### src/rtl/imem_arbiter.sv
// imem_arbiter: two-port (fetch, loader) arbiter in front of a single-port
// word-addressed instruction memory. One grant per cycle, combinational grant
// and memory strobes, one-cycle response through a three-state response FSM.
// Optional feature: define IMEM_ARB_RR_EN for round-robin tie breaking;
// without it the loader always wins a tie.
module imem_arbiter #(
  parameter int unsigned MEMORY_SIZE = 1024,
  parameter int unsigned AW          = $clog2(MEMORY_SIZE / 4)
) (
  input  logic          clk,
  input  logic          reset,
  input  logic          f_req,
  input  logic [31:0]   f_addr,
  output logic          f_gnt,
  output logic          f_rvalid,
  output logic [31:0]   f_rdata,
  output logic          f_err,
  input  logic          l_req,
  input  logic          l_we,
  input  logic [31:0]   l_addr,
  input  logic [31:0]   l_wdata,
  output logic          l_gnt,
  output logic          l_rvalid,
  output logic [31:0]   l_rdata,
  output logic          l_err,
  output logic          mem_en,
  output logic          mem_we,
  output logic [AW-1:0] mem_addr,
  output logic [31:0]   mem_wdata,
  input  logic [31:0]   mem_rdata
);

  typedef enum logic [1:0] {
    IDLE   = 2'd0,
    F_RESP = 2'd1,
    L_RESP = 2'd2
  } state_e;

  state_e state_q, state_d;
  logic   resp_err_q, resp_err_d;
  logic   resp_we_q, resp_we_d;

  logic   f_bad, l_bad;
  logic   tie_to_f;
  logic   resp_f, resp_l;

  // Misaligned or out-of-range byte addresses are answered with an error
  function automatic logic addr_bad(input logic [31:0] a);
    return (a[1:0] != 2'b00) || (a >= 32'(MEMORY_SIZE));
  endfunction

  assign f_bad = addr_bad(f_addr);
  assign l_bad = addr_bad(l_addr);

`ifdef IMEM_ARB_RR_EN
  logic last_l_q, last_l_d;

  // Tie goes to fetch when the loader held the most recent grant
  assign tie_to_f = last_l_q;

  // Round-robin pointer follows every grant
  always_comb begin
    last_l_d = last_l_q;
    if (f_gnt) begin
      last_l_d = 1'b0;
    end else if (l_gnt) begin
      last_l_d = 1'b1;
    end
  end

  // Pointer register; reset value makes fetch win the first tie
  always_ff @(posedge clk) begin
    if (reset) begin
      last_l_q <= 1'b1;
    end else begin
      last_l_q <= last_l_d;
    end
  end
`else
  assign tie_to_f = 1'b0;
`endif

  // Arbitration, memory strobes and response next-state
  always_comb begin
    f_gnt      = 1'b0;
    l_gnt      = 1'b0;
    mem_en     = 1'b0;
    mem_we     = 1'b0;
    mem_addr   = '0;
    mem_wdata  = '0;
    state_d    = IDLE;
    resp_err_d = 1'b0;
    resp_we_d  = 1'b0;

    if (!reset) begin
      if (f_req && l_req) begin
        f_gnt = tie_to_f;
        l_gnt = !tie_to_f;
      end else begin
        f_gnt = f_req;
        l_gnt = l_req;
      end

      if (f_gnt) begin
        mem_en     = !f_bad;
        mem_addr   = f_addr[AW+1:2];
        state_d    = F_RESP;
        resp_err_d = f_bad;
      end else if (l_gnt) begin
        mem_en     = !l_bad;
        mem_we     = l_we && !l_bad;
        mem_addr   = l_addr[AW+1:2];
        mem_wdata  = (l_we && !l_bad) ? l_wdata : 32'h0;
        state_d    = L_RESP;
        resp_err_d = l_bad;
        resp_we_d  = l_we && !l_bad;
      end
    end
  end

  // Response state register
  always_ff @(posedge clk) begin
    if (reset) begin
      state_q    <= IDLE;
      resp_err_q <= 1'b0;
      resp_we_q  <= 1'b0;
    end else begin
      state_q    <= state_d;
      resp_err_q <= resp_err_d;
      resp_we_q  <= resp_we_d;
    end
  end

  // Response outputs; a pending response is suppressed while reset is high
  always_comb begin
    resp_f   = (state_q == F_RESP) && !reset;
    resp_l   = (state_q == L_RESP) && !reset;

    f_rvalid = resp_f;
    f_err    = resp_f && resp_err_q;
    f_rdata  = (resp_f && !resp_err_q && !resp_we_q) ? mem_rdata : 32'h0;

    l_rvalid = resp_l;
    l_err    = resp_l && resp_err_q;
    l_rdata  = (resp_l && !resp_err_q && !resp_we_q) ? mem_rdata : 32'h0;
  end

endmodule

### config.mk
export PLATFORM = sky130hd
export DESIGN_NAME = imem_arbiter
export DESIGN_NICKNAME = d
export VERILOG_FILES = /design/src/rtl/imem_arbiter.sv
export SDC_FILE = /design/constraint.sdc
export NUM_CORES = 1
export LEC_CHECK = 0
export ABC_AREA = 1
export CAP_MARGIN = 20
export CELL_PAD_IN_SITES_DETAIL_PLACEMENT = 1
export CELL_PAD_IN_SITES_GLOBAL_PLACEMENT = 2
export CORE_ASPECT_RATIO = 1.2
export CORE_MARGIN = 5
export CORE_UTILIZATION = 10
export DETAILED_ROUTE_END_ITERATION = 6
export PLACE_DENSITY_LB_ADDON = 0.1
export SKIP_CTS_REPAIR_TIMING = 1
export SLEW_MARGIN = 20
export SYNTH_ARGS = -nofsm -noshare
export SYNTH_HDL_FRONTEND = slang
export SYNTH_SLANG_ARGS = --single-unit
### constraint.sdc
create_clock -name clk -period 2.6 [get_ports clk]
set_input_delay 0.26 -clock clk [delete_from_list [all_inputs] [get_ports clk]]
set_output_delay 0.26 -clock clk [all_outputs]
set_load 0.02 [all_outputs]
-- Word level (Yosys, flattened, before mapping)
Cells that the tools add are included.
- magnitude comparators: 2
- equal/unequal tests: 2
- reduce and logical (&&, ||, !) cells: 20
- multiplexer cells: 25
- operators with widths (cell ; number):
    two-way mux 32 bit ; 6
    greater-or-equal comparator 32 x 11 -> 1 bit (second input constant) ; 2
    two-way mux 8 bit ; 3
    two-way mux 1 bit ; 15
    logical AND 1 bit ; 10
    zero test 1 bit ; 5
    nonzero test 2 bit ; 2
    == test 2 x 1 -> 1 bit (second input constant) ; 1
    == test 2 bit (second input constant) ; 1
    logical OR 1 bit ; 2
    two-way mux 2 bit ; 1
    OR reduction 2 bit ; 1
- output and inout port bits: 112
- flip-flop bits (word level): 4

-- Depth between registers and ports, before layout
- depth after elaboration: 8
- depth in mapped cells: 7

-- Least setup slack after synthesis
OpenSTA, ideal clock, no wires.
- path kind: flip-flop to output port
- start point: register state_q[0]
- end point: output l_rdata[10]
- slack: 1049 ps
- required time: 2340 ps
- buffers on the path: 1
- arrival: 1291 ps
- stages on the path, launching flop included: 5
- cells stage by stage: dfxtp_1 > nor3_2 > nand3_2 > buf_6 > nor2_2
- cells in the longest elaborated chain, start to end: 5
- RTL lines (what ; line ; source):
    from (decl) ; 39 ; state_e state_q, state_d;
    from (signal assigned) ; 128 ; state_q <= state_d;
    == test 2 bit ; 137 ; resp_l = (state_q == L_RESP) && !reset;
    logical AND 1 bit ; 137 ;
    via l_rvalid ; 23 ; output logic l_rvalid,
    logical AND 1 bit (2 in a row) ; 145 ; l_rdata = (resp_l && !resp_err_q && !resp_we_q) ? mem_rdata : 32'h0;
    two-way mux 32 bit ; 145 ;
    to (decl) ; 24 ; output logic [31:0] l_rdata,
The timed path passes the listed nets, and every way through them passes these cells.

-- Worst setup path in the final report
- start point: input reset
- end point: output mem_wdata[26]
- cells in the longest elaborated chain, start to end: 1
- RTL lines (what ; line ; source):
    from (decl) ; 11 ; input logic reset,
    two-way mux 32 bit ; 95 ; if (!reset) begin
    to (decl) ; 29 ; output logic [31:0] mem_wdata,
Every way passes these cells.

==> run summary <==
In this run, the number of DRC markers left after iteration 0 of detailed routing was 71. The total leakage power came out at 0.001754 uW. The worst setup path is captured at an output pin. Clock tree synthesis found a total of 4 sinks. Per report_power, the sequential group accounts for 9.4% of the total. The first detailed-routing pass took 4 iterations.

Traced cell by cell, the critical path runs through clkdlybuf4s50_1 > inv_2 > nand2_2 > nor2_4 > nand4_4 > buf_12 > nor2_1 > clkdlybuf4s50_1. The proportion of netlist area held by the largest area contributor came out at 23.88%. 0 antenna diodes ended up in the layout.

On the worst path, the slowest cell contributes a delay of 0.63 ns. For the arrival time of the worst setup path, the log shows 2.16 ns. Relative to the synthesized area, the layout overhead comes to 206.3%.

Count of warnings emitted by yosys: 0. The gate family responsible for the most delay along the worst path is buffers and inverters. Of all nets on the critical path, the largest fanout is 31.

The vias per cell was 3.609; the area enclosed by the die boundary was 15,500 sq um. The proportion of total power due to net switching was 26.83%; the die extent in y was 135.4 microns. The critical path starts at reset. The summed instance area of the synthesized netlist was 1310 sq um. For this configuration, the core starts out at a cell density of 10.25%.

Total setup violations reported at the end of the flow: 0. The largest area contributor in the netlist was nor2_2. For this run the aggregate overflow at the end of global routing stands at 0.

For the pin with the worst max-slew slack, the measured transition is 0.3038 ns. Ranked by total cell area, the synthesized netlist is headed by nor2_2, nor2_1, inv_1. For this run, the top clock speed supported by timing is 413.0 MHz. The cell type with the highest occurrence count on the critical path is clkdlybuf4s50_1.

The filler cells instantiated in the layout total 1,583. The tools report the final cell utilization of the core as 31.40%. The analysis attributes to net switching a power of 185.9 uW. The power density over the cells came out at 172.6 nW/um^2.

Count of nets left with antenna violations after detail routing: 0. The internal power of the cells totals 506.9 uW. After clock tree synthesis, the clock-pin slew on the worst setup and hold paths is 0.03 ns. 245 I/O pins were placed. Counting distinct cell types in the post-synthesis netlist gives 18. The routed layout has 2,393 vias. The number of nets in the synthesized netlist is 387.

Standard cell with the maximum stage delay on the critical path: clkdlybuf4s50_1. The number of max-slew violations in the final report was 0. The number of antenna violations at the first check in global routing was 0.

The DRC violations left is 0. Port buffering added 244 buffers. Counting every instance in the synthesized netlist gives 254. The number of clock buffers added by TritonCTS is 3. The worst setup path is launched from an input pin. Type of the worst setup path: input pin to output pin. The share of the Yosys chip area taken by registers is 6.113%. The area of the core is 12,780 sq um. The minimum period implied by the final worst setup slack was 2.422 ns; the clock power share was 34.6%. The post-route netlist has 14.43% of its cells at a drive strength greater than 1.

The final period utilization was 93.13%. Across the VDD grid, the largest voltage drop is 0.1273 mV. The total number of cells along the worst setup path works out to 8. Across the run, the number of max-cap violations was 0.

Together, buffers and inverters on the worst path number 4. For this run, the post-layout net count is 634. Clock tree synthesis selected as its root buffer the cell clkbuf_16. The tools report the maximum buffer depth of the clock tree as 2. The tools report the number of failing hold endpoints at the final stage as 0.

TritonCTS built the clock tree. In this run, the combinational gates consume 56.0% of the power. Routed length per placed instance: 13.45 microns. The flow ran to the end, and the final reports show no timing, DRC or antenna violations. The tools report the routability congestion estimate as 0.7488. The post-synthesis average cell area is 5.158 sq um, and the final wirelength is 8915 microns. Setup repair after global routing left no endpoint under its margin. The number of register bits inferred by synthesis was 4; the first-pass GRT wire length was 13,100 microns. The worst min-delay path startpoint is f_req. The number of core rows is 45. The class of the worst hold path is input pin to register. Entering global routing, the biggest net connects 32 pins. For the worst setup path, the data required time is 2.34 ns.

For the via count of the first global-routing pass, the log shows 2,567. The run gives 8189 microns as the HPWL reported at the end of detailed placement. Global routing used 10.64% of the available tracks across all layers. The run gives 1 as the H-tree depth. Following the worst setup path forward leads to its endpoint at mem_wdata[26]. The headroom to the max-slew limit was 79.74%; the x dimension of the die was 114.5 microns. The post-route setup TNS was 0 ns.
==> how the worst min path moves through the flow <==
| stage | endpoint | cells after the start |
|---|---|---|
| after floorplan | resp_err_q$_SDFF_PP0_ | 1 |
| after detailed placement | state_q[0]$_SDFF_PP0_ | 3 |
| after global routing | state_q[0]$_SDFF_PP0_ | 3 |
| final | state_q[0]$_SDFF_PP0_ | 3 |
| after global placement | state_q[0]$_SDFF_PP0_ | 3 |
| after CTS | state_q[0]$_SDFF_PP0_ | 3 |
==> cells in the mapped netlist <==
library cell	n
nor2_2	50
dfxtp_1	4
a21oi_1	1
nand3_1	3
nand2_1	16
buf_2	3
nand2_2	1
nand4_4	1
nand3_2	2
nor4_1	1
buf_6	6
nor3_2	1
nor2_1	77
o21ai_0	1
nor2_4	4
inv_1	73
a22o_1	8
inv_2	2
==> power groups by stage <==
stage	Clock [uW]	Combinational (uW)	Sequential, uW
6_report	240	388	65.3
5_1_grt	254	417	65.4
4_1_cts	245	395	65.3
3_5_place_dp	0	393	66.1
3_3_place_gp	0	388	66.0
2_1_floorplan	0	121	65.9
==> final cells by class <==
cell class	instances	area (sq um)	share of cell area, %
clock buffers	3	75.07	1.871
inverters	75	281.5	7.016
well taps	164	205.2	5.114
multi-input cells	166	865.8	21.58
flip-flops and latches	4	80.08	1.996
repair buffers	251	2505	62.43
==> layer usage <==
layer / up-vias / track usage [%] / part of all wire [%] / routed length, microns
li1: 1201 / - / - / -
met1: 1031 / 9.186 / 30 / 2684
met2: 154 / 20.36 / 52 / 4615
met3: 7 / 6.077 / 16 / 1466
met4: 0 / 3.234 / 1.7 / 148
met5: - / 0 / 0 / 0
==> metrics by stage <==
step,hold slack (ns),instance area [sq um],total power [uW],cells,worst slack (ns)
3_3_place_gp,0.9102,3938,454.5,660,0.1420
5_1_grt,0.7306,4013,736.3,663,0.001192
6_report,0.6783,4013,692.8,663,0.1785
3_5_place_dp,0.9146,3938,459.3,660,0.1309
2_1_floorplan,0.3291,1310,186.7,254,1.049
4_1_cts,0.6861,4013,705.2,663,0.1287
==> sequential cells by signal (all words and copies together) (netlist names) <==
name	count
resp_err_q	1
resp_we_q	1
state_q	2
==> logic make-up after synthesis <==
logic type,after synthesis,share of synthesized area (%)
simple gates,156,59.98
buf+inv,84,27.79
flops,4,6.113
compound gates,10,6.112
==> placed cells by master, fill, tap and decap left out <==
master | Yosys | final
nor2_2 | 50 | 50
nor2_1 | 77 | 77
clkdlybuf4s50_1 | 0 | 243
nand2_1 | 16 | 16
a22o_1 | 8 | 8
a21oi_1 | 1 | 1
buf_4 | 0 | 7
nor2_4 | 4 | 4
nand2_2 | 1 | 1
nor3_2 | 1 | 1
nand4_4 | 1 | 1
nand3_2 | 2 | 2
nand3_1 | 3 | 3
inv_2 | 2 | 2
nor4_1 | 1 | 1
buf_12 | 0 | 1
inv_1 | 73 | 73
clkbuf_16 | 0 | 3
dfxtp_1 | 4 | 4
o21ai_0 | 1 | 1
==> worst min-delay path: stages <==
cell and delay (ns):
clkdlybuf4s50_1 0.41, nand2_1 0.13, nor2_1 0.05
Note: power is estimated with default switching activity, not from simulation.
